`src/rtl/fifo_arbiter_if.sv`:
```
// Handshake bundle between the fifo_arbiter, its two writers, its reader and the shared fifo.
// The arbiter uses the slave view; requesters and the fifo together form the master view.
interface fifo_arbiter_if #(
  parameter int WIDTH = 8,
  parameter int DEPTH = 256
);
  localparam int CW = $clog2(DEPTH) + 1;

  logic             i_wr0_req;
  logic [WIDTH-1:0] i_wr0_data;
  logic             o_wr0_ack;
  logic             i_wr1_req;
  logic [WIDTH-1:0] i_wr1_data;
  logic             o_wr1_ack;
  logic             i_rd_req;
  logic             o_rd_ack;
  logic [WIDTH-1:0] o_rd_data;
  logic             o_fifo_en;
  logic             o_fifo_set;
  logic             o_fifo_get;
  logic [WIDTH-1:0] o_fifo_data;
  logic             i_fifo_set;
  logic             i_fifo_get;
  logic [WIDTH-1:0] i_fifo_data;
  logic [CW-1:0]    o_count;
  logic             o_full;
  logic             o_empty;
  logic             o_busy;
  logic             o_err;

  modport slave (
    input  i_wr0_req, i_wr0_data, i_wr1_req, i_wr1_data, i_rd_req,
           i_fifo_set, i_fifo_get, i_fifo_data,
    output o_wr0_ack, o_wr1_ack, o_rd_ack, o_rd_data,
           o_fifo_en, o_fifo_set, o_fifo_get, o_fifo_data,
           o_count, o_full, o_empty, o_busy, o_err
  );

  modport master (
    output i_wr0_req, i_wr0_data, i_wr1_req, i_wr1_data, i_rd_req,
           i_fifo_set, i_fifo_get, i_fifo_data,
    input  o_wr0_ack, o_wr1_ack, o_rd_ack, o_rd_data,
           o_fifo_en, o_fifo_set, o_fifo_get, o_fifo_data,
           o_count, o_full, o_empty, o_busy, o_err
  );
endinterface

```
`src/rtl/fifo_arbiter.sv`:
```
// Round-robin arbiter sharing one pulse-handshake fifo between two writers and one reader;
// tracks occupancy so the fifo is never written when full or read when empty.
module fifo_arbiter #(
  parameter int WIDTH   = 8,
  parameter int DEPTH   = 256,
  parameter int TIMEOUT = 4
) (
  input  logic          i_clk,
  input  logic          i_rst,
  fifo_arbiter_if.slave bus
);
  localparam int CW = $clog2(DEPTH) + 1;
  localparam int TW = (TIMEOUT > 1) ? $clog2(TIMEOUT) : 1;
  localparam logic [CW-1:0] COUNT_MAX = CW'(DEPTH);
  localparam logic [TW-1:0] TMO_LAST  = TW'(TIMEOUT - 1);

  typedef enum logic [1:0] {IDLE, WAIT, GAP} state_t;
  typedef enum logic [1:0] {SEL_WR0, SEL_WR1, SEL_RD} sel_t;

  state_t           state_q, state_d;
  sel_t             last_q, last_d;
  sel_t             gnt_q, gnt_d;
  logic [TW-1:0]    tmo_q, tmo_d;
  logic [CW-1:0]    count_q, count_d;
  logic [WIDTH-1:0] fifo_data_q, fifo_data_d;
  logic [WIDTH-1:0] rd_data_q, rd_data_d;
  logic             fifo_set_q, fifo_set_d;
  logic             fifo_get_q, fifo_get_d;
  logic             wr0_ack_q, wr0_ack_d;
  logic             wr1_ack_q, wr1_ack_d;
  logic             rd_ack_q, rd_ack_d;
  logic             full_q, full_d;
  logic             empty_q, empty_d;
  logic             busy_q, busy_d;
  logic             err_q, err_d;
  logic             fifo_en_q;

  logic elig_wr0, elig_wr1, elig_rd;
  logic pick_valid, done;
  sel_t pick;

  assign elig_wr0 = bus.i_wr0_req && !full_q;
  assign elig_wr1 = bus.i_wr1_req && !full_q;
  assign elig_rd  = bus.i_rd_req  && !empty_q;

  // Search starts just after the last granted requester in the ring wr0 -> wr1 -> rd.
  always_comb begin
    // NOTE: every combinational output gets a default first so no path infers a latch.
    pick_valid = 1'b1;
    pick       = SEL_WR0;
    unique case (last_q)
      SEL_WR0: if (elig_wr1) pick = SEL_WR1; else if (elig_rd)  pick = SEL_RD;
               else if (elig_wr0) pick = SEL_WR0; else pick_valid = 1'b0;
      SEL_WR1: if (elig_rd)  pick = SEL_RD;  else if (elig_wr0) pick = SEL_WR0;
               else if (elig_wr1) pick = SEL_WR1; else pick_valid = 1'b0;
      default: if (elig_wr0) pick = SEL_WR0; else if (elig_wr1) pick = SEL_WR1;
               else if (elig_rd)  pick = SEL_RD;  else pick_valid = 1'b0;
    endcase
  end

  always_comb begin
    state_d     = state_q;
    last_d      = last_q;
    gnt_d       = gnt_q;
    tmo_d       = tmo_q;
    count_d     = count_q;
    fifo_data_d = fifo_data_q;
    rd_data_d   = rd_data_q;
    err_d       = err_q;
    fifo_set_d  = 1'b0;
    fifo_get_d  = 1'b0;
    wr0_ack_d   = 1'b0;
    wr1_ack_d   = 1'b0;
    rd_ack_d    = 1'b0;
    done        = (gnt_q == SEL_RD) ? bus.i_fifo_get : bus.i_fifo_set;

    unique case (state_q)
      IDLE: if (pick_valid) begin
        gnt_d   = pick;
        last_d  = pick;
        tmo_d   = '0;
        state_d = WAIT;
        if (pick == SEL_RD) begin
          fifo_get_d = 1'b1;
        end else begin
          fifo_set_d  = 1'b1;
          fifo_data_d = (pick == SEL_WR0) ? bus.i_wr0_data : bus.i_wr1_data;
        end
      end
      WAIT: if (done || tmo_q == TMO_LAST) begin
        state_d   = GAP;
        wr0_ack_d = (gnt_q == SEL_WR0);
        wr1_ack_d = (gnt_q == SEL_WR1);
        rd_ack_d  = (gnt_q == SEL_RD);
        if (!done) begin
          err_d = 1'b1;  // timed out: ack anyway, occupancy untouched
        end else if (gnt_q == SEL_RD) begin
          rd_data_d = bus.i_fifo_data;
          if (count_q != '0) count_d = count_q - CW'(1);
        end else if (count_q != COUNT_MAX) begin
          count_d = count_q + CW'(1);
        end
      end else begin
        tmo_d = tmo_q + TW'(1);
      end
      default: state_d = IDLE;
    endcase

    full_d  = (count_d == COUNT_MAX);
    empty_d = (count_d == '0);
    busy_d  = (state_d != IDLE);
  end

  always_ff @(posedge i_clk) begin
    // NOTE: sequential state uses non-blocking assignments so all flops update from pre-edge values.
    if (i_rst) begin
      state_q     <= IDLE;
      last_q      <= SEL_RD;
      gnt_q       <= SEL_WR0;
      tmo_q       <= '0;
      count_q     <= '0;
      fifo_data_q <= '0;
      rd_data_q   <= '0;
      fifo_set_q  <= 1'b0;
      fifo_get_q  <= 1'b0;
      wr0_ack_q   <= 1'b0;
      wr1_ack_q   <= 1'b0;
      rd_ack_q    <= 1'b0;
      full_q      <= 1'b0;
      empty_q     <= 1'b1;
      busy_q      <= 1'b0;
      err_q       <= 1'b0;
      fifo_en_q   <= 1'b0;
    end else begin
      state_q     <= state_d;
      last_q      <= last_d;
      gnt_q       <= gnt_d;
      tmo_q       <= tmo_d;
      count_q     <= count_d;
      fifo_data_q <= fifo_data_d;
      rd_data_q   <= rd_data_d;
      fifo_set_q  <= fifo_set_d;
      fifo_get_q  <= fifo_get_d;
      wr0_ack_q   <= wr0_ack_d;
      wr1_ack_q   <= wr1_ack_d;
      rd_ack_q    <= rd_ack_d;
      full_q      <= full_d;
      empty_q     <= empty_d;
      busy_q      <= busy_d;
      err_q       <= err_d;
      fifo_en_q   <= 1'b1;
    end
  end

  assign bus.o_wr0_ack   = wr0_ack_q;
  assign bus.o_wr1_ack   = wr1_ack_q;
  assign bus.o_rd_ack    = rd_ack_q;
  assign bus.o_rd_data   = rd_data_q;
  assign bus.o_fifo_en   = fifo_en_q;
  assign bus.o_fifo_set  = fifo_set_q;
  assign bus.o_fifo_get  = fifo_get_q;
  assign bus.o_fifo_data = fifo_data_q;
  assign bus.o_count     = count_q;
  assign bus.o_full      = full_q;
  assign bus.o_empty     = empty_q;
  assign bus.o_busy      = busy_q;
  assign bus.o_err       = err_q;
endmodule

```
`src/flat_wrapper.sv`:
```
// flat-port wrapper written by rule: the top's interface ports become plain ports
module fifo_arbiter_flat 
#(
  parameter int WIDTH   = 8,
  parameter int DEPTH   = 256,
  parameter int TIMEOUT = 4
)
  (i_clk, i_rst, bus_i_wr0_req, bus_i_wr0_data, bus_i_wr1_req, bus_i_wr1_data, bus_i_rd_req, bus_i_fifo_set, bus_i_fifo_get, bus_i_fifo_data, bus_o_wr0_ack, bus_o_wr1_ack, bus_o_rd_ack, bus_o_rd_data, bus_o_fifo_en, bus_o_fifo_set, bus_o_fifo_get, bus_o_fifo_data, bus_o_count, bus_o_full, bus_o_empty, bus_o_busy, bus_o_err);
  fifo_arbiter_if #(.WIDTH(WIDTH), .DEPTH(DEPTH)) bus_i ();
  input  logic i_clk;
  input  logic i_rst;
  input wire logic [$bits(bus_i.i_wr0_req)-1:0] bus_i_wr0_req;
  input wire logic [$bits(bus_i.i_wr0_data)-1:0] bus_i_wr0_data;
  input wire logic [$bits(bus_i.i_wr1_req)-1:0] bus_i_wr1_req;
  input wire logic [$bits(bus_i.i_wr1_data)-1:0] bus_i_wr1_data;
  input wire logic [$bits(bus_i.i_rd_req)-1:0] bus_i_rd_req;
  input wire logic [$bits(bus_i.i_fifo_set)-1:0] bus_i_fifo_set;
  input wire logic [$bits(bus_i.i_fifo_get)-1:0] bus_i_fifo_get;
  input wire logic [$bits(bus_i.i_fifo_data)-1:0] bus_i_fifo_data;
  output wire logic [$bits(bus_i.o_wr0_ack)-1:0] bus_o_wr0_ack;
  output wire logic [$bits(bus_i.o_wr1_ack)-1:0] bus_o_wr1_ack;
  output wire logic [$bits(bus_i.o_rd_ack)-1:0] bus_o_rd_ack;
  output wire logic [$bits(bus_i.o_rd_data)-1:0] bus_o_rd_data;
  output wire logic [$bits(bus_i.o_fifo_en)-1:0] bus_o_fifo_en;
  output wire logic [$bits(bus_i.o_fifo_set)-1:0] bus_o_fifo_set;
  output wire logic [$bits(bus_i.o_fifo_get)-1:0] bus_o_fifo_get;
  output wire logic [$bits(bus_i.o_fifo_data)-1:0] bus_o_fifo_data;
  output wire logic [$bits(bus_i.o_count)-1:0] bus_o_count;
  output wire logic [$bits(bus_i.o_full)-1:0] bus_o_full;
  output wire logic [$bits(bus_i.o_empty)-1:0] bus_o_empty;
  output wire logic [$bits(bus_i.o_busy)-1:0] bus_o_busy;
  output wire logic [$bits(bus_i.o_err)-1:0] bus_o_err;
  assign bus_i.i_wr0_req = bus_i_wr0_req;
  assign bus_i.i_wr0_data = bus_i_wr0_data;
  assign bus_i.i_wr1_req = bus_i_wr1_req;
  assign bus_i.i_wr1_data = bus_i_wr1_data;
  assign bus_i.i_rd_req = bus_i_rd_req;
  assign bus_i.i_fifo_set = bus_i_fifo_set;
  assign bus_i.i_fifo_get = bus_i_fifo_get;
  assign bus_i.i_fifo_data = bus_i_fifo_data;
  assign bus_o_wr0_ack = bus_i.o_wr0_ack;
  assign bus_o_wr1_ack = bus_i.o_wr1_ack;
  assign bus_o_rd_ack = bus_i.o_rd_ack;
  assign bus_o_rd_data = bus_i.o_rd_data;
  assign bus_o_fifo_en = bus_i.o_fifo_en;
  assign bus_o_fifo_set = bus_i.o_fifo_set;
  assign bus_o_fifo_get = bus_i.o_fifo_get;
  assign bus_o_fifo_data = bus_i.o_fifo_data;
  assign bus_o_count = bus_i.o_count;
  assign bus_o_full = bus_i.o_full;
  assign bus_o_empty = bus_i.o_empty;
  assign bus_o_busy = bus_i.o_busy;
  assign bus_o_err = bus_i.o_err;
  fifo_arbiter #(.WIDTH(WIDTH), .DEPTH(DEPTH), .TIMEOUT(TIMEOUT)) u_core (.i_clk(i_clk), .i_rst(i_rst), .bus(bus_i));
endmodule
```
`config.mk`:
```
export PLATFORM = sky130hd
export DESIGN_NAME = fifo_arbiter_flat
export DESIGN_NICKNAME = d
export VERILOG_FILES = /design/src/rtl/fifo_arbiter_if.sv /design/src/rtl/fifo_arbiter.sv /design/src/flat_wrapper.sv
export SDC_FILE = /design/constraint.sdc
export NUM_CORES = 1
export LEC_CHECK = 0
export CELL_PAD_IN_SITES_DETAIL_PLACEMENT = 2
export CELL_PAD_IN_SITES_GLOBAL_PLACEMENT = 2
export CORE_UTILIZATION = 26
export DETAILED_ROUTE_END_ITERATION = 12
export PLACE_DENSITY_LB_ADDON = 0.15
export SYNTH_ARGS = -nofsm -noshare
export SYNTH_HDL_FRONTEND = slang
export SYNTH_SLANG_ARGS = --single-unit
```
`constraint.sdc`:
```
create_clock -name i_clk -period 2.6 [get_ports i_clk]
set_input_delay 0.39 -clock i_clk [delete_from_list [all_inputs] [get_ports i_clk]]
set_output_delay 0.39 -clock i_clk [all_outputs]
set_load 0.005 [all_outputs]
```
After elaboration in Yosys (flattened, before gate mapping)
Cells that the tools add are included.
Widths: inputs -> output; s select.

storage, ports and cells
  bits in registers = 43
  input port bits = 31
  output and inout port bits = 35
  logic and storage cells = 91

operators by class
  add/sub/neg operators = 3
  equal/unequal tests = 10
  mux-type cells = 34
  bitwise logic cells = 6
  reductions and logical operators = 21

operators by type and width
  kind                 number
  $mux 9               6
  $mux 2               9
  $mux 1               14
  $pmux 2 s2           3
  $add 9x1->9 const B  1
  $eq 9x9->1 const B   1
  $logic_not 9->1      1
  $ne 9x9->1 const B   1
  $reduce_and 3->1     3
  $reduce_bool 9->1    1
  $sub 9x1->9 const B  1
  $logic_not 2->1      4
  $mux 8               1
  $eq 2x1->1 const B   3
  $eq 2x2->1 const B   3
  $not 1->1            6
  $reduce_or 3->1      2
  $reduce_and 4->1     1
  $reduce_bool 2->1    2
  $logic_and 1x1->1    3
  $add 2x1->2 const B  1
  $logic_not 1->1      2
  $ne 2x1->1 const B   1
  $ne 2x2->1 const B   1
  3 further kinds      3

Logic depth before layout (Yosys ltp)
Gate-level depths: netlist of run 1.

  depth after elaboration = 9
  depth in mapped cells = 9
  mapped depth without buffers = 9

Worst setup path before layout of run 1
OpenSTA, ideal clock, no wires.

  path type = reg-to-reg
  start = register u_core.count_q[3] (netlist: u_core.bus.o_count[3])
  end = register u_core.empty_q (netlist: u_core.bus.o_empty)
  setup time = 116 ps
  arrival = 2102 ps
  required time = 2484 ps
  path slack = 382 ps
  cell stages (with the launch flop) = 8
  buffers on the path = 0
  clock period less this slack = 2218 ps
  path through = dfxtp_1 > or4_4 > or4_4 > a21oi_1 > a211oi_1 > xor2_1 > nor2_1 > a41o_2

on the way
  word-level cells in the longest chain between the ends = 7
  elaborated cells between the ends (all ways) = 11
  those cells by class = add/sub (2); eq/ne (1); mux (6); reduce/logical (2)

ends and longest elaborated chain
  item                                       line                                     source
  start: declaration                         fifo_arbiter.sv:24                       logic [CW-1:0] count_q, count_d;
  start signal: assignment                   fifo_arbiter.sv:139                      count_q <= count_d;
  $add 9x1->9, or another cell as far along  fifo_arbiter.sv:101                      count_d = count_q + CW'(1);
  $mux 9, on equally long branches           fifo_arbiter.sv:100, fifo_arbiter.sv:99
  $mux 9                                     fifo_arbiter.sv:97                       end else if (gnt_q == SEL_RD) begin
  $mux 9                                     fifo_arbiter.sv:95                       if (!done) begin
  $mux 9                                     fifo_arbiter.sv:90                       WAIT: if (done || tmo_q == TMO_LAST) begin
  $mux 9 (*)                                 fifo_arbiter.sv:77                       unique case (state_q)
  $logic_not 9->1 (*)                        fifo_arbiter.sv:110                      empty_d = (count_d == '0);
  end signal: assignment                     fifo_arbiter.sv:148                      empty_q <= empty_d;
  end: declaration                           fifo_arbiter.sv:33                       logic empty_q, empty_d;

Every way passes the cells marked *; elsewhere a longest branch is shown, timed or not.
A chain may end at the register's enable or synchronous reset.

Final worst setup path of run 1
  start = register u_core.count_q[4] (netlist: u_core.bus.o_count[4])
  end = register u_core.empty_q (netlist: u_core.bus.o_empty)

The elaborated chain is that of the path after synthesis.

==> summary.txt, run 1 <==
Status -> finished, final reports clean
Slew @ Worst Pin -> 0.545 ns
Endpoints failing setup -> 0
Clk root buf -> clkbuf_8
Die area -> 7880 um^2
Post-CTS sizing -> 0
Synth top area share -> 43.0%
All-Layer GR Usage -> 16.6%
Final Hold Viols -> 0
Initial antenna violation count -> 0
Overflow after GRT -> 0
CTS Buf Count -> 5
CP max stage cell -> or4_4
Hold Crit Class -> flop to flop
Fin cells -> 397
DRT Wirelength -> 6160 um
CTS tree -> done
Avg WL per Cell -> 15.5 um
Leak -> 1.11 nW
Ports -> 66
Most common cell after layout, fill and taps aside -> clkdlybuf4s50_1
Starting Density -> 27.0%
Global-route wire length before repair -> 9720 um
Setup Slack @ Placement -> 0.219 ns
Max cap viols -> 0
Power per Cell Area -> 523 nW/um^2
Post-synthesis register bit count -> 42
Worst path max stage delay -> 0.55 ns
Clk Latency, worst-skew pair -> 0.30 ns
Cell family with most CP delay -> simple AND/OR/NAND/NOR gates
Site Rows -> 31
Slew Viols, Final -> 0
Crit path cell chain -> or4_4, or3_4, o211ai_1, xnor2_1, nand2_1, nor4_2, a41o_2
Max Clock Freq -> 418 MHz
# clock sinks -> 42
Vias per Instance -> 4.81
CP startpoint kind -> flop
Syn nets -> 259
Layout cell share with drive strength beyond 1 -> 9.40%
Area leader, netlist -> dfxtp_1
Leading post-synthesis cells by cell area -> dfxtp_1 43%, nor2_1 5.0%, mux2i_1 4.6%, nand2_1 4.6%, a21oi_1 4.3%
WP data required -> 2.84 ns
Synth Warn # -> 0
Layout Skew -> 0.00536 ns
PortBufs -> 65
Critical Path End Type -> flop
Crit path time final -> 2.39 ns
Critical Path AT -> 2.63 ns
Max-slew headroom -> 63.5%
Mean post-synth cell area -> 8.70 um^2
Setup bufs post-CTS -> 0
Maximum vdd drop -> 199 uV
Ant diodes -> 0
Number of global-route vias before repair -> 1977
Register area share after synthesis -> 43.0%
Inst Count DP -> 389
Synth async-reset ratio -> 0%
Worst-path fanout max -> 7
GPL Wtd Cong -> 0.762
Die Wd -> 88.8 um
Largest net degree at the start of global routing -> 18
DRT iter0 DRCs -> 50
Die H -> 88.8 um
Layout area overhead -> 46.5%
Setup_tns -> 0 ns
DRT Pass-1 Iters -> 4
Kind of critical path -> flop to flop
Fin nets -> 331
Post-CTS Hold Fix Bufs -> 0
Post-synthesis instance total -> 225
Most frequent cells in the layout -> 65 x clkdlybuf4s50_1, 42 x dfxtp_1, 26 x nor2_1, 24 x nand2_1, 17 x a21oi_1
Clock-pin slew on the worst setup and hold paths -> 0.08 ns
Post-route clock period utilization -> 92.0%
H-tree levels -> 2
Core area -> 7250 um^2
Overall Power -> 0.00150 W
RSZ-0062 raised after global routing -> false
Fin util -> 39.5%
Top_reg_cell synth -> dfxtp_1
Final worst slack -> 0.207 ns
Post-route ant nets -> 0
Post-route DRC -> 0
Mapped cell area -> 1960 um^2
Post-synth EDFFs -> 0
Routed vias -> 1911
WP buf/inv -> 0
Worst-case clock buffer depth -> 2
Dpl hpwl -> 4780 um
Post-synthesis cell type count -> 48
-- synth_stat cells, types with 4 or more instances --
cell type	count
and3_1	4
nor2_1	26
a21oi_1	17
dfxtp_1	42
nand2b_1	6
xor2_1	5
nor3_1	5
inv_1	4
xnor2_1	4
clkbuf_1	9
mux2i_1	9
nand4_1	4
a211oi_1	9
nand3_1	4
o21ai_0	6
and2_1	8
nand2_1	24
-- worst reg2reg max path, stage by stage (launching register included) --
cell and delay [ns]:
dfxtp_1 0.38, or4_4 0.55, or3_4 0.40, o211ai_1 0.22, xnor2_1 0.18, nand2_1 0.11, nor4_2 0.28, a41o_2 0.23
-- area by class of cell --
class                   instances  area, um^2
fillers                       832        4390
inverters                       4        15.0
repair buffers                 77         741
flip-flops and latches         42         841
clock buffers                   7        76.3
multi-input cells             167        1040
well taps                      99         124
clock inverters                 1        30.0
-- routing by layer --
metal | vias to the layer above | routed length (um) | track usage (%) | share of wire, %
met5 | - | 0 | 0 | 0
met4 | 0 | 68 | 5.57 | 1.1
met3 | 5 | 265 | 4.10 | 4.3
met2 | 36 | 3170 | 28.5 | 51
met1 | 934 | 2660 | 20.2 | 43
li1 | 936 | - | - | -
-- per-stage QoR --
step	hold WS, ns	area (um^2)
6_report	0.463	2870
5_1_grt	0.485	2870
4_1_cts	0.468	2870
3_5_place_dp	0.458	2760
3_3_place_gp	0.440	2760
2_1_floorplan	0.453	1960
-- worst paths after layout --
path / start / end / slack (ns) / cells past startpoint
max: u_core.bus.o_count[4] / u_core.bus.o_empty / 0.21 / 7
min: u_core.bus.o_rd_data[3] / u_core.bus.o_rd_data[3] / 0.46 / 2
max reg2reg: u_core.bus.o_count[4] / u_core.bus.o_empty / 0.21 / 7
min reg2reg: u_core.bus.o_rd_data[3] / u_core.bus.o_rd_data[3] / 0.46 / 2
-- cell families after synthesis --
family	after synthesis	synth area share (%)
compound gates	46	15.3
simple gates	99	26.8
flops	42	43.0
mux	10	5.18
xor+xnor	9	4.03
buf+inv	16	3.84
fa+ha+maj	3	1.92
-- power by group --
part | switching [W] | internal [W]
clock network | 0.000231 | 0.000288
registers | 0.0000194 | 0.000678
logic | 0.000129 | 0.000155
total | 0.000379 | 0.00112
-- sequential cells by signal, summed over array words and instances (netlist names) --
name	flops
u_core.bus.o_wr0_ack	1
u_core.bus.o_fifo_en	1
u_core.last_q	1
u_core.bus.o_count	9
u_core.bus.o_rd_data	8
u_core.bus.o_fifo_data	8
u_core.bus.o_busy	1
u_core.bus.o_wr1_ack	1
u_core.bus.o_fifo_set	1
u_core.state_q	2
u_core.bus.o_err	1
u_core.bus.o_rd_ack	1
u_core.bus.o_fifo_get	1
u_core.bus.o_full	1
u_core.tmo_q	2
u_core.gnt_q	2
u_core.bus.o_empty	1
No activity file was read; power rests on OpenSTA's default activity.
==> run 2, diff against run 1 <==
--- a/config.mk
+++ b/config.mk
@@ -7,6 +7,7 @@
 export LEC_CHECK = 0
 export CELL_PAD_IN_SITES_DETAIL_PLACEMENT = 2
 export CELL_PAD_IN_SITES_GLOBAL_PLACEMENT = 2
+export CORE_MARGIN = 2
 export CORE_UTILIZATION = 26
 export DETAILED_ROUTE_END_ITERATION = 12
 export PLACE_DENSITY_LB_ADDON = 0.15
==> summary.txt, run 2 (synthesis results as in run 1) <==
CP max stage cell -> or3b_2
PortBufs -> 65 (unchanged)
Ant diodes -> 0 (unchanged)
Final Hold Viols -> 0 (unchanged)
Die area -> 8240 um^2 (+4.6%)
Area occupied by multi-input gates -> 1060 um^2 (+1.6%)
Maximum vdd drop -> 184 uV (-7.7%)
Slew @ Worst Pin -> 0.484 ns (-0.0609 ns)
Critical Path End Type -> flop
Reg power frac -> 48.5% (+2.0 points)
# clock sinks -> 42 (unchanged)
Clk Latency, worst-skew pair -> 0.30 ns (about the same)
Leak -> 1.11 nW (-0.17%)
Reg2reg path depth -> 9 (+2)
Vias per Instance -> 4.82 (+0.15%)
Power share of the combinational group -> 20.0% (+1.1 points)
Most frequent cells in the layout -> 65 x clkdlybuf4s50_1, 42 x dfxtp_1, 26 x nor2_1, 24 x nand2_1, 17 x a21oi_1
Ports -> 66 (unchanged)
Clk pwr share -> 31.5% (-3.1 points)
CTS Buf Count -> 5 (unchanged)
Crit path cell chain -> inv_1, ha_2, or2b_1, nor3_1, or3b_2, a21oi_1, xor2_1, nor4_4, a41o_2
Number of global-route vias before repair -> 1951 (-1.3%)
Endpoints failing setup -> 0 (unchanged)
Register-to-register path setup slack -> 0.19 ns (-0.02 ns)
Hold Crit Class -> flop to flop
DRT Wirelength -> 6320 um (+2.5%)
Most common cell after layout, fill and taps aside -> clkdlybuf4s50_1
FF-to-FF End -> u_core.bus.o_empty
Setup bufs post-CTS -> 0 (unchanged)
Global-route wire length before repair -> 10300 um (+5.7%)
Overall Power -> 0.00144 W (-3.7%)
Critical Path AT -> 2.60 ns (-0.03 ns)
Die Wd -> 90.8 um (+2.3%)
DRT Pass-1 Iters -> 4 (unchanged)
Site Rows -> 31 (unchanged)
Sw frac -> 26.8% (+1.5 points)
Kind of critical path -> flop to flop
Max reg flops -> 9 (unchanged)
Initial antenna violation count -> 0 (unchanged)
Fin util -> 39.7% (+0.14 points)
Post-route DRC -> 0 (unchanged)
WP data required -> 2.79 ns (-0.05 ns)
GPL Wtd Cong -> 0.765 (+0.37%)
CTS tree -> done
Avg WL per Cell -> 16.0 um (+2.8%)
Worst path max stage delay -> 0.46 ns (-0.09 ns)
WP buf/inv -> 1 (+1)
Post-route ant nets -> 0 (unchanged)
Max-slew headroom -> 67.7% (+4.2 points)
Fin nets -> 330 (-0.30%)
Largest net degree at the start of global routing -> 26 (+8)
Layout cell share with drive strength beyond 1 -> 10.1% (+0.71 points)
Routed vias -> 1909 (-0.10%)
Layout Skew -> 0.00249 ns (-0.00287 ns)
H-tree levels -> 2 (unchanged)
Net Sw Power -> 0.000387 W (+2.1%)
Fill cells -> 825 (-0.84%)
Post-route clock period utilization -> 92.6% (+0.60 points)
Cell family with most CP delay -> simple AND/OR/NAND/NOR gates
Clock-pin slew on the worst setup and hold paths -> 0.08 ns (about the same)
P_int -> 0.00106 W (-5.6%)
Register Area -> 841 um^2 (unchanged)
Worst-case clock buffer depth -> 2 (unchanged)
Status -> finished, final reports clean
Post-CTS Hold Fix Bufs -> 0 (unchanged)
Core area -> 7250 um^2 (unchanged)
Starting Density -> 27.0% (unchanged)
Power per Cell Area -> 502 nW/um^2 (-4.0%)
All-Layer GR Usage -> 15.8% (-0.75 points)
Die H -> 90.8 um (+2.3%)
Crit path time final -> 2.41 ns (+0.0156 ns)
Slew Viols, Final -> 0 (unchanged)
Worst Hold Path EP -> u_core.bus.o_rd_data[4]
Hold Startpoint -> u_core.bus.o_rd_data[4]
CP startpoint kind -> flop
Post-CTS sizing -> 0 (unchanged)
Max cap viols -> 0 (unchanged)
Max Clock Freq -> 415 MHz (-0.65%)
Reg-to-reg critical path startpoint -> u_core.bus.o_count[1]
Worst Hold Depth -> 2 (unchanged)
Clk root buf -> clkbuf_8
Worst-path fanout max -> 6 (-1)
Worst setup path startpoint -> u_core.bus.o_count[1]
DRT iter0 DRCs -> 39 (-22%)
Dpl hpwl -> 4900 um (+2.5%)
Overflow after GRT -> 0 (unchanged)
Layout area overhead -> 47.1%
run 2: power groups by stage:
stage | registers [W] | logic [W] | clock network, W
3_3_place_gp | 0.000714 | 0.000283 | 0
5_1_grt | 0.000706 | 0.000321 | 0.000511
6_report | 0.000700 | 0.000289 | 0.000456
2_1_floorplan | 0.000714 | 0.000133 | 0
4_1_cts | 0.000701 | 0.000292 | 0.000477
3_5_place_dp | 0.000715 | 0.000290 | 0
run 2: area by class of cell:
type / count / share of cell area (%)
clock buffer: 7 / 3.00
clock inverter: 1 / 0.304
inverter: 4 / 0.522
multi-input combinational: 167 / 36.7
sequential: 42 / 29.2
tap: 99 / 4.30
timing repair buffer: 76 / 25.9
run 2: metal layers:
metal	vias to the layer above	global-route usage (%)	part of all wire [%]
met1	935	18.8	43
li1	934	-	-
met4	0	3.85	0.97
met5	-	0	0
met2	34	29.0	53
met3	6	3.01	3.1
run 2: stage by stage:
| step | instances | setup slack (ns) | hold slack, ns | setup TNS (ns) | cell area, um^2 |
|---|---|---|---|---|---|
| after floorplan | 225 | 0.382 | 0.453 | 0 | 1960 |
| after CTS | 396 | 0.168 | 0.467 | 0 | 2860 |
| after global routing | 396 | -0.0346 | 0.475 | -0.0661 | 2880 |
| final | 396 | 0.191 | 0.461 | 0 | 2880 |
| after detailed placement | 388 | 0.214 | 0.454 | 0 | 2770 |
| after global placement | 388 | 0.289 | 0.442 | 0 | 2770 |
run 2: how the worst max path moves through the flow:
stage / end / slack (ns) / cells past startpoint
after detailed placement: u_core.bus.o_full / 0.21 / 7
final: u_core.bus.o_empty / 0.19 / 9
after CTS: u_core.bus.o_empty / 0.17 / 9
after floorplan: u_core.bus.o_empty / 0.38 / 7
after global placement: u_core.bus.o_empty / 0.29 / 7
after global routing: u_core.bus.o_empty / -0.03 / 9
run 2: worst reg2reg max path, delay by kind of cell (launching register included):
| kind | cells | cell delay, ns |
|---|---|---|
| buf+inv | 1 | 0.10 |
| simple gates | 4 | 0.84 |
| fa+ha+maj | 1 | 0.20 |
| xor+xnor | 1 | 0.29 |
| compound gates | 2 | 0.45 |
| flops | 1 | 0.43 |
==> run 3, diff against run 2 <==
--- a/config.mk
+++ b/config.mk
@@ -5,12 +5,13 @@
 export SDC_FILE = /design/constraint.sdc
 export NUM_CORES = 1
 export LEC_CHECK = 0
+export ABC_AREA = 1
 export CELL_PAD_IN_SITES_DETAIL_PLACEMENT = 2
 export CELL_PAD_IN_SITES_GLOBAL_PLACEMENT = 2
-export CORE_MARGIN = 2
-export CORE_UTILIZATION = 26
+export CORE_UTILIZATION = 24
 export DETAILED_ROUTE_END_ITERATION = 12
 export PLACE_DENSITY_LB_ADDON = 0.15
+export SKIP_CTS_REPAIR_TIMING = 1
 export SYNTH_ARGS = -nofsm -noshare
 export SYNTH_HDL_FRONTEND = slang
 export SYNTH_SLANG_ARGS = --single-unit
==> summary.txt, run 3 <==
Overall Power -> 0.00152 W (+5.0%)
FF-to-FF End -> u_core.bus.o_full
Layout Skew -> 0.00521 ns (+0.00272 ns)
Adder-cell share of the synthesized area -> 1.86% (-0.059 points)
Crit path time final -> 2.05 ns (-0.357 ns)
Top-count cell post-synth -> nand2_1
Critical Path End Type -> flop
Leading post-synthesis cells by cell area -> dfxtp_1 42%, nand2_1 14%, inv_1 8.4%, nand3_1 7.4%, nor2_1 5.6%
Most frequent cells in the layout -> 78 x nand2_1, 65 x clkdlybuf4s50_1, 45 x inv_1, 42 x dfxtp_1
Core area -> 8180 um^2 (+13%)
Register-to-register path setup slack -> 0.55 ns (+0.36 ns)
Post-synthesis instance total -> 298 (+32%)
All-Layer GR Usage -> 16.7% (+0.83 points)
Layout cell share with drive strength beyond 1 -> 4.63% (-5.5 points)
Power share of the combinational group -> 19.5% (-0.5 points)
P_int -> 0.00111 W (+5.1%)
Die Wd -> 93.7 um (+3.3%)
Fill cells -> 999 (+21%)
Net Sw Power -> 0.000405 W (+4.6%)
Max Clock Freq -> 487 MHz (+17%)
Synth Warn # -> 0 (unchanged)
Synth top area share -> 41.6% (-1.3 points)
Ports -> 66 (unchanged)
Crit path cell chain -> inv_2, nand2_2, inv_1, nand2_1, a21oi_4, nand4_1, nand2_1, nand3_1, nor2_1, nand2_1, nor2_1
Mean post-synth cell area -> 6.78 um^2 (-22%)
Post-route clock period utilization -> 78.9% (-14 points)
Reg2reg path depth -> 11 (+2)
XOR/XNOR share of the synthesized area -> 0% (-4.0 points)
# clock sinks -> 42 (unchanged)
Reg power frac -> 46.5% (-2.0 points)
Area occupied by multi-input gates -> 957 um^2 (-9.5%)
Sw frac -> 26.7% (-0.096 points)
H-tree levels -> 2 (unchanged)
Area leader, netlist -> dfxtp_1
Kind of critical path -> flop to flop
Die H -> 93.7 um (+3.3%)
Post-route ant nets -> 0 (unchanged)
DRT iter0 DRCs -> 35 (-10%)
GPL Wtd Cong -> 0.715 (-6.5%)
Post-synth EDFFs -> 0 (unchanged)
Mapped cell area -> 2020 um^2 (+3.2%)
Leak -> 1.27 nW (+15%)
WP buf/inv -> 2 (+1)
Critical Path AT -> 2.28 ns (-0.32 ns)
CTS Buf Count -> 5 (unchanged)
Most common cell after layout, fill and taps aside -> nand2_1
Reg-to-reg critical path startpoint -> u_core.gnt_q[0]
Layout area overhead -> 43.2%
Setup_tns -> 0 ns (unchanged)
Die area -> 8790 um^2 (+6.7%)
Worst-case clock buffer depth -> 2 (unchanged)
Clock-pin slew on the worst setup and hold paths -> 0.08 ns (about the same)
Endpoints failing setup -> 0 (unchanged)
Worst-path fanout max -> 14 (+8)
PortBufs -> 65 (unchanged)
Hold Crit Class -> flop to flop
RSZ-0062 raised after global routing -> false
Overflow after GRT -> 0 (unchanged)
Worst path max stage delay -> 0.37 ns (-0.09 ns)
DRT Pass-1 Iters -> 4 (unchanged)
Status -> finished, final reports clean
Global-route wire length before repair -> 11400 um (+11%)
CTS tree -> done
Worst Hold Depth -> 2 (unchanged)
Maximum vdd drop -> 181 uV (-1.4%)
Ant diodes -> 0 (unchanged)
Multiplexer area fraction after synthesis -> 0% (-5.2 points)
Slew Viols, Final -> 0 (unchanged)
Worst setup path startpoint -> u_core.gnt_q[0]
Initial antenna violation count -> 0 (unchanged)
Power per Cell Area -> 524 nW/um^2 (+4.4%)
Fin util -> 35.4% (-4.3 points)
WP data required -> 2.83 ns (+0.04 ns)
Max reg flops -> 9 (unchanged)
Largest net degree at the start of global routing -> 24 (-7.7%)
Starting Density -> 24.7% (-2.3 points)
Largest family of logic cells by synthesized area -> simple AND/OR/NAND/NOR gates
DRT Wirelength -> 6710 um (+6.1%)
Post-synthesis cell type count -> 20 (-58%)
Crit path top cell by count -> nand2_1
Hold Startpoint -> u_core.bus.o_rd_data[2]
Slew @ Worst Pin -> 0.717 ns (+0.233 ns)
Clk root buf -> clkbuf_8
Number of global-route vias before repair -> 2377 (+22%)
Max cap viols -> 0 (unchanged)
Site Rows -> 33 (+6.5%)
Cell family with most CP delay -> simple AND/OR/NAND/NOR gates
Setup Slack @ Placement -> 0.284 ns (+0.0708 ns)
Register Area -> 841 um^2 (unchanged)
Worst Hold Path EP -> u_core.bus.o_rd_data[2]
Clk pwr share -> 34.0% (+2.5 points)
Register area share after synthesis -> 41.6% (-1.3 points)
Top_reg_cell synth -> dfxtp_1
CP max stage cell -> a21oi_4
Post-route DRC -> 0 (unchanged)
Clk Latency, worst-skew pair -> 0.29 ns (about the same)
Post-synthesis simple-gate area fraction -> 32.7% (+5.9 points)
Final worst slack -> 0.549 ns (+0.357 ns)
Final Hold Viols -> 0 (unchanged)
Max-slew headroom -> 52.1% (-16 points)
Syn nets -> 332 (+28%)
Compound-Gate Fraction of Synth Area -> 12.9% (-2.4 points)
Avg WL per Cell -> 14.2 um (-11%)
Dpl hpwl -> 5160 um (+5.2%)
Fin nets -> 400 (+21%)
CP startpoint kind -> flop
Most frequent cells after synthesis -> 78 x nand2_1, 45 x inv_1, 42 x dfxtp_1
Post-synthesis register bit count -> 42 (unchanged)
Routed vias -> 2166 (+13%)
Vias per Instance -> 4.59 (-4.8%)
Synth async-reset ratio -> 0% (unchanged)
==> run 3: changes by cell type after synthesis, sizes merged, moves of 8 or more <==
| cell | before | now |
|---|---|---|
| a211oi | 9 | 0 |
| and2 | 8 | 0 |
| inv | 4 | 46 |
| mux2i | 9 | 0 |
| nand2 | 24 | 80 |
| nand3 | 4 | 30 |
| o211ai | 2 | 10 |
| o21ai | 7 | 18 |
==> run 3: how the worst max path moves through the flow <==
stage                                 to  slack [ns]  cells past startpoint
6_report               u_core.bus.o_full        0.55                     11
5_1_grt                u_core.bus.o_full        0.20                     14
4_1_cts                u_core.bus.o_full        0.46                     11
3_5_place_dp   u_core.bus.o_fifo_data[7]        0.28                     10
3_3_place_gp   u_core.bus.o_fifo_data[7]        0.44                     10
2_1_floorplan         u_core.bus.o_empty        0.97                     13
==> run 3: worst reg2reg max path, stage by stage (launching register included) <==
cell and delay, ns:
dfxtp_1 0.34, inv_2 0.10, nand2_2 0.19, inv_1 0.16, nand2_1 0.13, a21oi_4 0.37, nand4_1 0.14, nand2_1 0.13
nand3_1 0.09, nor2_1 0.17, nand2_1 0.07, nor2_1 0.09
==> run 3: cells by family after synthesis <==
group,count (synthesis)
adders and majority gates,3
buffers and inverters,54
and+or+nand+nor,155
DFF,42
AOI/OAI and AO/OA,44
==> run 3: area by class of cell <==
cell class	instances	area share, %
flip-flops and latches	42	29.1
well taps	105	4.54
repair buffers	69	23.5
clock buffers	6	2.51
clock inverters	2	1.30
multi-input cells	202	33.1
inverters	46	5.97
==> run 3: per-stage QoR <==
stage / area, um^2 / hold slack, ns / cells
after floorplan: 2020 / 0.428 / 298
after global placement: 2780 / 0.432 / 464
after CTS: 2890 / 0.462 / 472
after detailed placement: 2780 / 0.446 / 464
after global routing: 2890 / 0.483 / 472
final: 2890 / 0.451 / 472
==> run 3: power by group through the flow <==
stage	Clock (W)	Combinational (W)	Sequential, W
floorplan	0	0.000142	0.000719
detailed placement	0	0.000300	0.000721
CTS	0.000542	0.000303	0.000707
finish	0.000515	0.000296	0.000705
global placement	0	0.000291	0.000721
global route	0.000561	0.000334	0.000711
==> run 3: routing by layer <==
metal | track usage (%) | routed length (um)
met5 | 0 | 0
met3 | 3.16 | 265
met1 | 19.5 | 2930
met2 | 30.8 | 3440
met4 | 4.23 | 67
